<file path="config.mk">
export PLATFORM = sky130hd
export DESIGN_NAME = stack_req_arbiter
export DESIGN_NICKNAME = d
export VERILOG_FILES = /design/src/rtl/stack_arb_pkg.sv /design/src/rtl/stack_rr_pick.sv /design/src/rtl/stack_req_arbiter.sv
export SDC_FILE = /design/constraint.sdc
export NUM_CORES = 1
export LEC_CHECK = 0
export ABC_AREA = 1
export CAP_MARGIN = 20
export CORE_AREA = 2 2 62 64
export CTS_CLUSTER_SIZE = 12
export DETAILED_ROUTE_END_ITERATION = 8
export DIE_AREA = 0 0 64 66
export GPL_TIMING_DRIVEN = 1
export PLACE_DENSITY = 0.61
export SKIP_LAST_GASP = 1
export SYNTH_ARGS = -nofsm -noshare
export SYNTH_HDL_FRONTEND = slang
export SYNTH_HIERARCHICAL = 1
export SYNTH_SLANG_ARGS = --single-unit
</file>
<file path="constraint.sdc">
create_clock -name clk -period 1.7 [get_ports clk]
set_input_delay 0.255 -clock clk [delete_from_list [all_inputs] [get_ports clk]]
set_output_delay 0.255 -clock clk [all_outputs]
set_load 0.03 [all_outputs]
</file>
<file path="src/rtl/stack_arb_pkg.sv">
// Shared definitions for the stack request arbiter.
//   state_e           : arbiter FSM states (clear sequence, idle, service cycle)
//   OP_PUSH / OP_POP  : encoding of the per-requester op input
//   RST_*             : values the registered outputs take while rst is low
package stack_arb_pkg;

  typedef enum logic [2:0] {
    CLR_SETUP,
    CLR_STROBE,
    CLR_END,
    IDLE,
    SETUP,
    STROBE,
    COMMIT,
    RESP
  } state_e;

  localparam logic OP_PUSH = 1'b1;
  localparam logic OP_POP  = 1'b0;

  localparam state_e RST_STATE     = CLR_SETUP;
  localparam logic   RST_STK_CTL   = 1'b0;
  localparam logic   RST_STK_RST_N = 1'b0;
  localparam logic   RST_READY     = 1'b0;

endpackage

</file>
<file path="src/rtl/stack_rr_pick.sv">
// Combinational NREQ-way request picker.
//   req_i  : request vector
//   last_i : index of the requester served most recently
//   win_o  : one-hot winner (all zero when no request)
//   idx_o  : winner index (0 when no request)
// Build option STACK_ARB_PRIO_EN: fixed priority, requester 0 highest,
// last_i ignored. Otherwise round-robin starting after last_i.
module stack_rr_pick #(
  parameter int NREQ = 2,
  parameter int IW   = (NREQ > 1) ? $clog2(NREQ) : 1
) (
  input  logic [NREQ-1:0] req_i,
  input  logic [IW-1:0]   last_i,
  output logic [NREQ-1:0] win_o,
  output logic [IW-1:0]   idx_o
);

  // cand[gi] is the requester holding the gi-th highest priority.
  logic [IW-1:0] cand [NREQ];

  genvar gi;
  generate
    for (gi = 0; gi < NREQ; gi++) begin : g_cand
`ifdef STACK_ARB_PRIO_EN
      assign cand[gi] = IW'(gi);
`else
      assign cand[gi] = IW'((32'(last_i) + 32'(gi) + 32'd1) % 32'(NREQ));
`endif
    end
  endgenerate

`ifdef STACK_ARB_PRIO_EN
  logic unused_last;
  assign unused_last = ^last_i;
`endif

  // Scan from lowest priority upward so the highest-priority requester
  // is the last assignment and wins.
  always_comb begin
    idx_o = '0;
    for (int i = NREQ - 1; i >= 0; i--) begin
      if (req_i[cand[i]]) idx_o = cand[i];
    end
  end

  assign win_o = (|req_i) ? (NREQ'(1) << idx_o) : '0;

endmodule

</file>
<file path="src/rtl/stack_req_arbiter.sv">
// Clocked front-end for a DEPTH-entry, DW-bit push/pop stack that commits
// on the falling edge of its ctl strobe. Clears the stack after reset,
// arbitrates push/pop requests from NREQ requesters, tracks depth locally
// and refuses pushes when full and pops when empty.
// Ports:
//   clk, rst (synchronous, active-low)
//   req/op/wdata    : per-requester request, op (1=push) and push data
//   gnt/done/err    : per-requester grant level, completion pulse, refusal flag
//   stk_w2/stk_w1   : push/pop levels to the stack
//   stk_din/stk_ctl : stack data and commit strobe
//   stk_rst_n       : stack clear level
//   depth/full/empty/ready : local occupancy and idle indication
// Build option STACK_ARB_PRIO_EN selects fixed priority instead of round-robin.
module stack_req_arbiter
  import stack_arb_pkg::*;
#(
  parameter int DEPTH = 4,
  parameter int DW    = 4,
  parameter int NREQ  = 2
) (
  input  logic                       clk,
  input  logic                       rst,
  input  logic [NREQ-1:0]            req,
  input  logic [NREQ-1:0]            op,
  input  logic [NREQ*DW-1:0]         wdata,
  output logic [NREQ-1:0]            gnt,
  output logic [NREQ-1:0]            done,
  output logic [NREQ-1:0]            err,
  output logic                       stk_w2,
  output logic                       stk_w1,
  output logic [DW-1:0]              stk_din,
  output logic                       stk_ctl,
  output logic                       stk_rst_n,
  output logic [$clog2(DEPTH+1)-1:0] depth,
  output logic                       full,
  output logic                       empty,
  output logic                       ready
);

  localparam int DCW = $clog2(DEPTH + 1);
  localparam int IW  = (NREQ > 1) ? $clog2(NREQ) : 1;

  state_e          state_q;
  logic [IW-1:0]   last_q;
  logic [IW-1:0]   k_q;
  logic [DCW-1:0]  depth_q;
  logic [DCW-1:0]  depth_d;
  logic            full_q, empty_q;
  logic [NREQ-1:0] gnt_q, done_q, err_q;
  logic            w2_q, w1_q, ctl_q, rst_n_q, ready_q;
  logic [DW-1:0]   din_q;

  logic [DW-1:0]   wdata_a [NREQ];
  logic [NREQ-1:0] pick_win;
  logic [IW-1:0]   pick_idx;
  logic            pick_op;
  logic            pick_legal;

  genvar gi;
  generate
    for (gi = 0; gi < NREQ; gi++) begin : g_wdata
      assign wdata_a[gi] = wdata[gi*DW +: DW];
    end
  endgenerate

  stack_rr_pick #(
    .NREQ (NREQ),
    .IW   (IW)
  ) u_pick (
    .req_i  (req),
    .last_i (last_q),
    .win_o  (pick_win),
    .idx_o  (pick_idx)
  );

  assign pick_op    = op[pick_idx];
  assign pick_legal = (pick_op == OP_PUSH) ? !full_q : !empty_q;

  // w2_q still holds the latched op when the commit edge arrives.
  assign depth_d = w2_q ? (depth_q + DCW'(1)) : (depth_q - DCW'(1));

  // Outputs are set on the edge entering a state, so each registered
  // output is valid for exactly the cycle the FSM spends in that state.
  always_ff @(posedge clk) begin
    if (!rst) begin
      state_q <= RST_STATE;
      last_q  <= '0;
      k_q     <= '0;
      depth_q <= '0;
      full_q  <= 1'b0;
      empty_q <= 1'b1;
      gnt_q   <= '0;
      done_q  <= '0;
      err_q   <= '0;
      w2_q    <= 1'b0;
      w1_q    <= 1'b0;
      din_q   <= '0;
      ctl_q   <= RST_STK_CTL;
      rst_n_q <= RST_STK_RST_N;
      ready_q <= RST_READY;
    end else begin
      done_q <= '0;
      err_q  <= '0;
      case (state_q)
        CLR_SETUP: begin
          ctl_q   <= 1'b1;
          state_q <= CLR_STROBE;
        end
        CLR_STROBE: begin
          ctl_q   <= 1'b0;  // stack clears on this fall
          state_q <= CLR_END;
        end
        CLR_END: begin
          rst_n_q <= 1'b1;
          ready_q <= 1'b1;
          state_q <= IDLE;
        end
        IDLE: begin
          if (|req) begin
            k_q     <= pick_idx;
            last_q  <= pick_idx;
            ready_q <= 1'b0;
            if (pick_legal) begin
              gnt_q   <= pick_win;
              w2_q    <= pick_op;
              w1_q    <= !pick_op;
              din_q   <= (pick_op == OP_PUSH) ? wdata_a[pick_idx] : '0;
              state_q <= SETUP;
            end else begin
              // Refused: answer immediately, the stack is never strobed.
              done_q  <= pick_win;
              err_q   <= pick_win;
              state_q <= RESP;
            end
          end
        end
        SETUP: begin
          ctl_q   <= 1'b1;
          state_q <= STROBE;
        end
        STROBE: begin
          ctl_q   <= 1'b0;  // stack commits on this fall
          depth_q <= depth_d;
          full_q  <= (depth_d == DCW'(DEPTH));
          empty_q <= (depth_d == '0);
          state_q <= COMMIT;
        end
        COMMIT: begin
          gnt_q   <= '0;
          w2_q    <= 1'b0;
          w1_q    <= 1'b0;
          din_q   <= '0;
          done_q  <= NREQ'(1) << k_q;
          state_q <= RESP;
        end
        RESP: begin
          ready_q <= 1'b1;
          state_q <= IDLE;
        end
        default: state_q <= CLR_SETUP;
      endcase
    end
  end

  assign gnt       = gnt_q;
  assign done      = done_q;
  assign err       = err_q;
  assign stk_w2    = w2_q;
  assign stk_w1    = w1_q;
  assign stk_din   = din_q;
  assign stk_ctl   = ctl_q;
  assign stk_rst_n = rst_n_q;
  assign depth     = depth_q;
  assign full      = full_q;
  assign empty     = empty_q;
  assign ready     = ready_q;

endmodule

</file>
* Word level (Yosys, flattened, before mapping)
Index checks and enable logic that the tools add are counted.
** Operators by class
- Muxes and demuxes :: 35
- Eq/ne operators :: 10
- Reduce and logical (&&, ||, !) cells :: 16
- Shift operators :: 2
- Bitwise gates (word level) :: 1
- Add/subtract/negate cells :: 4
- Magnitude comparators :: 4
** Operators by type and width (count)
- $mux W4 :: 6
- $pmux W3 S7 :: 1
- $eq A3 B3 Y1 const B :: 5
- $mux W1 :: 14
- $mux W2 :: 5
- $pmux W1 S2 :: 4
- $pmux W2 S2 :: 2
- $pmux W4 S2 :: 1
- $reduce_or A2 Y1 :: 4
- $eq A3 B2 Y1 const B :: 2
- $logic_not A3 Y1 :: 2
- $lt A1 B2 Y1 const B :: 3
- $mux W3 :: 2
- $reduce_and A2 Y1 :: 3
- $reduce_bool A2 Y1 :: 3
- $ne A2 B2 Y1 const B :: 2
- $shl A1 B1 Y2 const A :: 2
- $add A3 B1 Y3 const B :: 1
- $eq A3 B1 Y1 const B :: 1
- $logic_not A1 Y1 :: 3
- $reduce_and A3 Y1 :: 1
- $sub A3 B1 Y3 const B :: 1
- $add A1 B1 Y1 const B :: 2
- $ge A2 B2 Y1 const B :: 1
- $not A1 Y2 :: 1
** Storage, ports and cells
- Flip-flop bits (word level) :: 24
- Input bits :: 14
- Output and inout bits :: 20
- Logic and storage cells :: 86

* Depth between registers and ports, before layout
- Word-level depth :: 14
- Gate-level depth with buffers :: 10

* Cells and area by module
The synthesis kept the hierarchy.
** Modules (own cells, without submodules)
- stack_req_arbiter :: seq. area each 480.5 um^2, cells an instance 163, instances 1, area each 1179.9 um^2
- stack_rr_pick :: seq. area each 0.0 um^2, cells an instance 6, instances 1, area each 25.0 um^2

* Least setup slack after synthesis
No wires, ideal clock.
- Path kind :: reg2reg
- Start point :: register w2_q (netlist: stk_w2)
- End point :: register full_q (netlist: full)
- Setup slack :: 8 ps
- Data required time :: 1582 ps
- Clock period less this slack :: 1692 ps
- Arrival time :: 1574 ps
- Stages on the path, launching flop included :: 8
- Path buffers :: 0
- Cells stage by stage :: dfxtp_1 -> inv_1 -> fa_1 -> xor2_1 -> nand2_1 -> nand2_1 -> nand3_1 -> a21oi_1
** On the way
- Longest elaborated chain between the ends :: 2
** Ends and longest elaborated chain
- from (decl) :: line stack_req_arbiter.sv:50 : logic w2_q, w1_q, ctl_q, rst_n_q, ready_q;
- from (signal assigned) :: line stack_req_arbiter.sv:125 : w2_q <= pick_op;
- $mux W3 :: line stack_req_arbiter.sv:80 : assign depth_d = w2_q ? (depth_q + DCW'(1)) : (depth_q - DCW'(1));
- $eq A3 B3 Y1 :: line stack_req_arbiter.sv:144 : full_q <= (depth_d == DCW'(DEPTH));
- to (signal assigned) :: line stack_req_arbiter.sv:144
- to (decl) :: line stack_req_arbiter.sv:48 : logic full_q, empty_q;
No other way between the ends.
A chain may end at the register's enable or synchronous reset.

* Worst setup path in the final report
- Start point :: register depth_q[2] (netlist: depth[2])
- End point :: output port depth[2]
** RTL lines
- from (decl) :: line stack_req_arbiter.sv:46 : logic [DCW-1:0] depth_q;
- from (signal assigned) :: line stack_req_arbiter.sv:143 : depth_q <= depth_d;
- to (decl) :: line stack_req_arbiter.sv:34 : output logic [$clog2(DEPTH+1)-1:0] depth,
No word-level cell between the ends.

==> impl_metrics.yaml <==
synth:
  synth-async-reset-ratio_pct: 0
  yosys.cell_types.count: 23
  synth_edf_count: 0
  ys_seq_area_share_pct: 39.88
  synth_nets: 186
  syn_area_per_cell_sq_um: 7.130
  ys_seq_elements: 24
  yosys_warnings: 6
  yosysTopAreaCell: "dfxtp_1"
  synthCells: 169
  synth_common_cells: "51 x nand2_1, 24 x dfxtp_1, 18 x inv_1"
  yosysMostFrequentCell: "nand2_1"
  netlist_area_sq_um: 1205
  ys.flop_type: "dfxtp_1"
  synth_top_area_share_pct: 39.88
  synth_area_leaders: "dfxtp_1 40%, nand2_1 16%, a21oi_1 6.6%"
worst_setup_path:
  r2r_end: "full$_SDFFE_PN0P_"
  reg2reg_depth: 7
  endpoint_kind: "primary output"
  crit_path_top_delay_cell: "clkdlybuf4s50_1"
  startpoint_type: "flip-flop"
  critPathMaxStageDelay_ps: 680
  cp_max_fo: 4
  r2r_slack_ps: 240
  crit_family: "buffers and inverters"
  timing.setup.critical_path_class: "reg -> out"
  worstPathCellList: "clkdlybuf4s50_1"
  r2r-start: "stk_w2$_SDFFE_PN0P_"
  cp.arrival_ps: 1380
  crit_required_ps: 1440
  path_buf_inv: 1
min_path:
  worstHoldEndpoint: "stk_rst_n$_SDFFE_PN0N_"
  min_path_cells: 2
  hold_class: "reg -> reg"
  min-delay-start: "stk_rst_n$_SDFFE_PN0N_"
cells_and_area:
  final_nets: 234
  n_fill_cell: 373
  area_growth_pct: 43.41
  antennaDiodeCount: 0
  design_area_sq_um: 1728
  drive_gt1_share_pct: 15.74
timing:
  tightestPinTransition_ps: 311.6
  finClkSkew_ps: 8.212
  fmax_mhz: 610.4
  min_period_over_period_pct: 96.37
  setup_ws_ps: 61.65
  fin_crit_ps: 1638
  slew_viol_final: 0
  hold_viol_final: 0
  finalSetupViolCount: 0
  max-slew-margin-rel_pct: 79.20
  rsz0062_at_grt: "no"
clock_tree:
  clockBufferDepth: 2
  cts_tree: "done"
  clk_latency_ps: 320
  root_buffer: "clkbuf_4"
  cts_sinks: 24
  cts_setup_buffers: 0
  numCtsBuffers: 3
  cts_htree_levels: 1
  clkTransAtPathRegs_ps: 140
status:
  status: "finished clean"
route:
  top_layer_used: "met4"
  first_pass_iters: 4
  wl_met1_mm: 1.253
  vias: 1161
  remaining_drc_errors: 0
  routed_wl_mm: 2.597
  drt_iter0_markers: 47
  wl_met3_microns: 105
  antenna_left: 0
  met2_length_mm: 1.228
  routed_via_density: 4.398
  wire_per_inst_microns: 9.837
place:
  place_congestion: 0.8239
  place_area_sq_um: 1674
  hpwl_mm: 2.063
  port_buffers: 33
  dp_slack_ps: -104.5
power_and_ir_drop:
  ir_worst_vdd_mv: 0.3068
  pwr-share-clk_pct: 32.7
  power.internal_mw: 0.9379
  seq_power_share_pct: 47.5
  p_sw_mw: 0.3365
  power_density_nw_per_um2: 737.5
  combPwrFrac_pct: 19.9
  swShare_pct: 26.40
  leakagePower_nw: 0.7805
grt:
  antenna_found_initial: 0
  grt_pass1_wl_mm: 4.547
  grt_use_total_pct: 13.61
  grt_pass1_vias: 1059
  overflow: 0
  grt_max_degree: 15
floorplan:
  placementRows: 22
  io_pins: 34
  core_area_sq_um: 3551
  die_w_microns: 64
  dieArea_sq_um: 4224
  die_y_microns: 66
  start_util_pct: 33.93
flow_run:
  drv_cap: 0
==> cells by family (layout without fill, tap and decap cells) <==
kind of cell	after synthesis	count (layout)	share of synthesized area [%]
AOI/OAI and AO/OA	23	23	9.658
xor gates and xnor gates	3	3	2.181
adders and majority gates	3	3	3.738
buffers and inverters	22	69	7.060
DFF	24	24	39.88
and+or+nand+nor	94	94	37.49
==> registers in the layout (all words and copies together) (netlist names) <==
| signal | flops |
|---|---|
| stk_din | 4 |
| depth | 3 |
| state_q | 3 |
| done | 2 |
| err | 2 |
| gnt | 2 |
| empty | 1 |
| full | 1 |
| k_q | 1 |
| ready | 1 |
| stk_ctl | 1 |
| stk_rst_n | 1 |
| stk_w1 | 1 |
| stk_w2 | 1 |
==> power by group through the flow <==
| stage | registers (mW) | clock network (mW) | logic, mW |
|---|---|---|---|
| floorplan | 0.649 | 0 | 0.115 |
| global placement | 0.618 | 0 | 0.256 |
| detailed placement | 0.617 | 0 | 0.255 |
| CTS | 0.605 | 0.422 | 0.256 |
| global route | 0.609 | 0.451 | 0.281 |
| finish | 0.605 | 0.416 | 0.253 |
==> cells in the final DEF, fill, tap and decap left out, types with 2 or more instances in the layout <==
cell,synthesis,routed
nor2_2,6,6
clkbuf_4,0,3
nand2_1,51,51
dlygate4sd2_1,0,2
nor2_1,14,14
dfxtp_1,24,23
nand3_1,13,13
a21oi_1,16,16
xor2_1,2,2
o21ai_1,2,2
inv_1,18,18
nand2_2,2,2
o21ai_0,4,4
buf_4,0,11
ha_1,2,2
nand3_2,3,3
clkdlybuf4s50_1,0,30
nand2_4,3,3
==> stage by stage <==
stage	TNS (ps)	instances	hold WS, ps	utilization [%]	power [mW]
5_1_grt	0	264	480.0	48.66	1.341
2_1_floorplan	0	169	352.6	-	0.7639
3_3_place_gp	-575.7	260	445.1	47.15	0.8734
3_5_place_dp	-711.5	260	450.1	47.15	0.8725
4_1_cts	0	264	469.6	48.56	1.283
6_report	0	264	465.0	48.66	1.274
==> final cells by class <==
class                   instances  area [sq um]  share of cell area (%)
repair buffers                 44         412.9                   23.90
clock buffers                   3         22.52                   1.303
clock inverters                 1         30.03                   1.738
multi-input cells             123         639.4                   37.00
flip-flops and latches         24         481.7                   27.88
well taps                      48         60.06                   3.476
inverters                      21         81.33                   4.707
==> per-layer routing <==
metal	GRT usage [%]	vias to the layer above
li1	-	626
met1	17.73	509
met2	23.57	24
met3	2.044	2
met4	3.261	0
met5	0	-
==> repair_timing <==
action,CTS,global route
endpoints found under the setup margin,2,2
gates resized for setup,2,2
hold buffers,0,0
==> worst max path at each step <==
stage          slack (ps)                   to  cells after the start                  start
3_5_place_dp         -100  stk_w1$_SDFFE_PN0P_                     11                 req[1]
5_1_grt                20             depth[2]                      1  depth[2]$_SDFFE_PN0P_
4_1_cts                 4             depth[1]                      1  depth[1]$_SDFFE_PN0P_
6_report               60             depth[2]                      1  depth[2]$_SDFFE_PN0P_
3_3_place_gp          -90  gnt[0]$_SDFFE_PN0P_                     11                 req[1]
2_1_floorplan           8    full$_SDFFE_PN0P_                      7    stk_w2$_SDFFE_PN0P_
(Power assumes the default switching activity.)
